**src/rtl/serial_deserializer.sv**
```systemverilog
// Serial-in, parallel-out receiver: collects WIDTH strobed bits LSB first and
// presents each finished word on a held register with a VALID/ACK handshake.
module serial_deserializer #(
  parameter int WIDTH = 4,
  parameter int CNT_W = 3
) (
  input  logic             CLK,
  input  logic             RST_N,
  input  logic             SI,
  input  logic             SH,
  input  logic             CLR,
  input  logic             ACK,
  output logic [WIDTH-1:0] Q,
  output logic             VALID,
  output logic             OVR,
  output logic             BUSY,
  output logic [CNT_W-1:0] CNT
);

  localparam logic [CNT_W-1:0] LAST = CNT_W'(WIDTH - 1);

  logic [WIDTH-1:0] shreg;
  logic [WIDTH-1:0] next_word;
  logic             complete;

  // New bit enters at the MSB so the first bit received ends up in bit 0.
  assign next_word = {SI, shreg[WIDTH-1:1]};
  assign complete  = SH && !CLR && (CNT == LAST);
  assign BUSY      = (CNT != '0);

  always_ff @(negedge CLK or negedge RST_N) begin
    if (!RST_N) begin
      shreg <= '0;
      CNT   <= '0;
      Q     <= '0;
      VALID <= 1'b0;
      OVR   <= 1'b0;
    end else begin
      if (CLR) begin
        shreg <= '0;
        CNT   <= '0;
        OVR   <= 1'b0;
      end else if (SH) begin
        if (CNT == LAST) begin
          Q     <= next_word;
          shreg <= '0;
          CNT   <= '0;
        end else begin
          shreg <= next_word;
          CNT   <= CNT + 1'b1;
        end
      end

      // A completion outranks ACK; an unacknowledged word being replaced is an overrun.
      if (complete) begin
        VALID <= 1'b1;
        if (VALID && !ACK) OVR <= 1'b1;
      end else if (ACK) begin
        VALID <= 1'b0;
      end
    end
  end

endmodule

```
**config.mk**
```make
export PLATFORM = sky130hd
export DESIGN_NAME = serial_deserializer
export DESIGN_NICKNAME = d
export VERILOG_FILES = /design/src/rtl/serial_deserializer.sv
export SDC_FILE = /design/constraint.sdc
export NUM_CORES = 1
export LEC_CHECK = 0
export CAP_MARGIN = 20
export CORE_AREA = 2 2 39 41
export CTS_CLUSTER_SIZE = 20
export DETAILED_ROUTE_END_ITERATION = 10
export DIE_AREA = 0 0 41 43
export PLACE_DENSITY_LB_ADDON = 0.05
export SYNTH_ARGS = -nofsm -noshare
export SYNTH_HDL_FRONTEND = slang
export SYNTH_SLANG_ARGS = --single-unit
export TNS_END_PERCENT = 5
```
**constraint.sdc**
```tcl
create_clock -name CLK -period 2.3 [get_ports CLK]
set_input_delay 0.575 -clock CLK [delete_from_list [all_inputs] [get_ports CLK]]
set_output_delay 0.575 -clock CLK [all_outputs]
set_load 0.005 [all_outputs]
```
Word-level counts from Yosys, hierarchy flattened
Cells that the tools add are included.

cells by class
  add/sub/neg operators = 1
  $mul = 0
  divide/modulo/power cells = 0
  $lt $le $gt $ge = 0
  equal/unequal tests = 1
  shift operators = 0
  mux-type cells = 11
  bitwise gates (word level) = 1
  reduce and logical (&&, ||, !) cells = 9

operators with widths
  kind                                                                    count
  4-bit 2-to-1 mux                                                        3
  3-bit 2-to-1 mux                                                        3
  1-bit 2-to-1 mux                                                        5
  2-bit nonzero test                                                      2
  3-bit by 1-bit adder with 3-bit output (second input constant)          1
  3-bit by 2-bit equality test with 1-bit output (second input constant)  1
  1-bit logical AND                                                       3
  3-bit AND reduction                                                     1
  3-bit nonzero test                                                      1
  1-bit zero test                                                         2
  1-bit NOT                                                               1

word-level totals
  register bits = 13
  bits in latches = 0
  RAM bits = 0
  ROM bits = 0
  output and inout bits = 10
  memories = 0

Depth between registers and ports, before layout
Gate-level depths: netlist of the first run.

  depth in word-level cells = 4
  depth in mapped cells = 4
  depth with buffers taken out = 4

==> results of run 1 <==
==> power by group through the flow <==
stage                     logic [mW]  clock network (mW)  registers [mW]
after CTS                     0.0808               0.170           0.228
after detailed placement      0.0879                   0           0.232
final                         0.0782               0.166           0.227
after global routing          0.0875               0.181           0.229
after floorplan               0.0312                   0           0.233
after global placement        0.0849                   0           0.231
==> critical path: stages (launching register included) <==
cell,delay [ns]
dfrtn_1,0.42
inv_1,0.05
ha_2,0.17
nand2_1,0.05
buf_2,0.10
==> synth_stat cells, drive strengths merged, types with 2 or more instances <==
cell type	count	area, um^2
ha	2	25.02
nor2	2	7.510
nand2	2	7.510
dfrtn	12	300.3
buf	3	27.52
nand2b	2	12.51
inv	4	15.01
mux2	4	60.06
and2b	4	35.03
a32o	4	40.04
==> kinds of logic after synthesis <==
family	after synthesis	synth area share, %
buf+inv	7	7.232
fa+ha+maj	2	4.255
compound gates	7	10.64
flops	12	51.06
simple gates	12	16.60
mux	4	10.21
==> repair_timing <==
| action | 4_1_cts | 5_1_grt |
|---|---|---|
| setup buffers | 3 | 0 |
| pin swaps | 1 | 0 |
| gates resized for setup | 45 | 4 |
| hold buffers | 0 | 0 |
| endpoints found under the setup margin | 22 | 16 |
| cloned | 0 | 0 |
==> stage by stage <==
| step | utilization [%] | instance area (um^2) | setup slack, ns | TNS, ns | power [mW] |
|---|---|---|---|---|---|
| after floorplan | - | 588.1 | -0.2979 | -1.868 | 0.2644 |
| after global placement | 59.13 | 818.3 | -0.6598 | -10.60 | 0.3161 |
| after detailed placement | 59.13 | 818.3 | -0.6783 | -11.01 | 0.3198 |
| after CTS | 60.49 | 837.1 | -0.5145 | -3.290 | 0.4781 |
| after global routing | 60.31 | 834.6 | -0.5472 | -3.262 | 0.4971 |
| final | 60.31 | 834.6 | -0.4962 | -2.831 | 0.4713 |
==> routing by layer <==
metal / part of all wire [%] / global-route usage (%)
met1: 38 / 18.31
met2: 52 / 32.50
met3: 6.7 / 4.712
met4: 2.9 / 12.00
met5: 0 / 0
==> state kept, by name (all words and copies together) (netlist names) <==
register and count:
CNT 3, OVR 1, Q 4, VALID 1, shreg 3
==> final cells by class <==
type | count | area [um^2] | share of cell area (%)
inverters | 4 | 15.01 | 1.799
clock buffers | 4 | 36.28 | 4.348
flip-flops and latches | 12 | 300.3 | 35.98
multi-input cells | 25 | 247.7 | 29.69
repair buffers | 28 | 215.2 | 25.79
well taps | 16 | 20.02 | 2.399
==> how the worst max path moves through the flow <==
stage	to	slack, ns	cells after the start
after floorplan	Q[0]	-0.30	4
after global placement	shreg[2]	-0.66	4
after detailed placement	CNT[1]	-0.68	4
after CTS	BUSY	-0.51	4
after global routing	BUSY	-0.55	4
final	BUSY	-0.50	4
==> qor.txt, run 1 <==
Status: finished with violations
Failing checks: setup timing
I/O pins: 16
Largest net degree at the start of global routing: 13
Wirelength, routed: 1.202 mm
CP Data Arrival Time: 2.22 ns
Layout cells sized above 1: 54.79%
Vias per cell: 5.079
Final net count: 82
Vias: 452
Antenna cells: 0
Post-DP HPWL: 983 um
CP required: 1.73 ns
Placed cells: 82
Fin cells: 89
Max Cap Violations: 0
Final Hold Viols: 0
Relative slew margins: 80.97%
Crit Path Max Fanout: 2
First-pass GRT wire length: 2.159 mm
Worst hold path depth: 1
Drt drc: 0
WL/cell: 13.51 um
Top_reg_cell synth: dfrtn_1
Number of synthesized flops with an enable pin: 0
Setup ws final: -0.4962 ns
Synth cell types: 16
Clk sinks: 12
1st-iter DRT viols: 2
FF-to-FF setup slack: 0.84 ns
Vias in the first global route: 531
Critical path class: register to output port
Max Slew Vio Count: 0
Starting Density: 42.50%
Final Setup Violations: 10
Startpoint types: register
Most frequent cells in the layout: dfrtn_1, buf_4, buf_2
IO buf count: 15
Sequential share of power: 48.3%
RSZ-0062 raised after global routing: true
Reg-to-Reg Start: CNT[0]
# fillers: 113
Internal: 0.3668 mW
Gpl congestion: 0.7681
First-pass DRT Iterations: 2
Synthesized area: 588.1 um^2
Worst clock skew: 0.002067 ns
Pwr Density: 564.7 mW/mm^2
Initial antenna violation count: 0
Gate power share: 16.6%
CTS H-tree lvls: 1
Row count: 14
Die Ht: 43 um
FF-to-FF End: Q[2]
Syn Nets: 52
TritonCTS clock tree: done
Cells after Synth: 44
Critical Path Start: CNT[1]
Area delta synth->final: 41.91%
GRT Residual Overflow: 0
Ys async rst share: 100.0%
Register area share after synthesis: 51.06%
Die ar.: 0.001763 mm^2
Clock Latency Late Sink: 0.28 ns
CTS Buf Count: 3
Synth Register Bits: 12
R2R depth: 4
Hold path start: shreg[1]
Switching share of power: 22.17%
Die width: 41 um
CTS Root Cell: clkbuf_4
Worst Hold Path EP: shreg[1]
Worst-Margin Slew: 0.2844 ns
Reg clk slew, reported paths: 0.05 ns
Synth warnings: 0
Worst IR drop on VDD: 343.3 uV
CP endpoint kind: output port
Antenna viol nets, final: 0
Pleak: 0.4532 nW
Overall routing resource usage: 18.88%
Clock network fraction of design power: 35.2%
Syn Area/Cell: 13.37 um^2
P_sw: 0.1045 mW
Min-Delay Path Class: register to register
Hold Worst Slack: 0.4469 ns
Total core area: 0.001384 mm^2
Clock buffer depth: 2
Note: power is estimated with default switching activity, not from simulation.
==> run 2, diff against run 1 <==
CTS_CLUSTER_SIZE = 14   (was 20)
==> results of run 2 <==
No change in the layout: final DEF, timing and power equal those of run 1.
==> run 3, diff against run 2 <==
--- a/constraint.sdc
+++ b/constraint.sdc
@@ -3,2 +3,2 @@
 set_output_delay 0.575 -clock CLK [all_outputs]
-set_load 0.005 [all_outputs]
+set_load 0.1 [all_outputs]
==> qor.txt, run 3 (same netlist as run 1, synthesis figures left out) <==
Status: finished with violations
Multi-input logic area: 274.0 um^2
Vias in the first global route: 470
Die Ht: 43 um
Setup ws final: -0.5571 ns
Min-Delay Path Class: register to register
TritonCTS clock tree: done
Area delta synth->final: 69.15%
Pwr Density: 560.4 mW/mm^2
# fillers: 98
CTS Buf Count: 3
Clock buffer depth: 2
Reg-to-Reg Start: CNT[0]
Hold buffer count at CTS: 0
Vias per cell: 5.148
Row count: 14
Critical path class: register to output port
Clock Latency Late Sink: 0.28 ns
Starting Density: 42.50%
Gpl congestion: 0.6990
Pleak: 0.4776 nW
Failing checks: setup timing
Die width: 41 um
Max FFs per register: 4
Worst path cell trace: inv_2 -> ha_4 -> nand2_8 -> buf_12
R2R depth: 5
Critical path's slowest cell: dfrtn_1
Final Hold Viols: 0
Max stage delay on crit path: 0.42 ns
Layout cells sized above 1: 59.72%
Final Setup Violations: 10
Wirelength, routed: 1.232 mm
Worst hold path depth: 1
First-pass DRT Iterations: 4
Final net count: 82
CP bufs+invs: 2
Overall routing resource usage: 16.96%
Worst IR drop on VDD: 410.2 uV
Hold Worst Slack: 0.4689 ns
CP required: 1.73 ns
Overall power: 0.5574 mW
Placed cells: 84
Max Cap Violations: 0
IO buf count: 15
FF-to-FF setup slack: 0.76 ns
CTS H-tree lvls: 1
Area after DPL: 962.2 um^2
Register area: 300.3 um^2
Worst clock skew: 0.002618 ns
Minimum setup slack after placement: -0.7730 ns
Vias: 453
I/O pins: 16
Most frequent cells in the layout: dfrtn_1, buf_12, buf_4
Clk sinks: 12
Top Registers: Q x4, CNT x3, shreg x3
Final design utilization: 71.88%
Post-DP HPWL: 1.005 mm
RSZ-0062 raised after global routing: true
Crit Path Max Fanout: 2
1st-iter DRT viols: 3
Commonest non-fill, non-tap cell in the layout: dfrtn_1
Setup TNS: -4.035 ns
CP Data Arrival Time: 2.28 ns
Relative slew margins: 81.02%
Fin cells: 88
Critical Path Start: CNT[1]
FF-to-FF End: Q[3]
WL/cell: 14.00 um
Reg clk slew, reported paths: 0.05 ns
Antenna cells: 0
Largest net degree at the start of global routing: 13
Drt drc: 0
Startpoint types: register
Die ar.: 0.001763 mm^2
Max Slew Vio Count: 0
Reg with most FFs: Q
Worst Hold Path EP: shreg[1]
CP endpoint kind: output port
Worst-Margin Slew: 0.2836 ns
CTS Root Cell: clkbuf_4
Total core area: 0.001384 mm^2
Antenna viol nets, final: 0
Fin area: 994.7 um^2
Hold path start: shreg[1]
GRT Residual Overflow: 0
First-pass GRT wire length: 2.001 mm
Initial antenna violation count: 0
CP delay by family, top: flip-flops
## run 3: area by class of cell
type,instances,share of cell area [%]
flip-flops and latches,12,30.19
repair buffers,28,36.48
multi-input cells,25,27.55
inverters,4,1.509
clock buffers,3,2.264
well taps,16,2.013
## run 3: worst max path at each step
stage / slack, ns / to / cells after the start
2_1_floorplan: -0.91 / BUSY / 3
3_3_place_gp: -0.71 / Q[3] / 3
3_5_place_dp: -0.77 / Q[3] / 3
4_1_cts: -0.56 / BUSY / 4
5_1_grt: -0.59 / BUSY / 4
6_report: -0.56 / BUSY / 4
## run 3: report_power, final
part	leakage (nW)	switching [mW]	total [mW]	internal, mW
Combinational	0.299	0.113	0.198	0.0854
Clock	0.0138	0.0664	0.127	0.0606
Sequential	0.165	0.00953	0.232	0.222
Total	0.478	0.189	0.557	0.368
## run 3: per-layer routing
layer	track usage, %	part of all wire [%]	vias to the layer above
met2	28.44	52	16
met3	1.571	5.6	2
met1	21.43	40	224
li1	-	-	211
met5	0	0	-
met4	6.000	1.5	0
## run 3: repair_timing
item | in CTS | in global routing
resized for setup | 12 | 1
setup buffers | 1 | 0
setup endpoints to repair | 22 | 14
pin swaps | 2 | 0
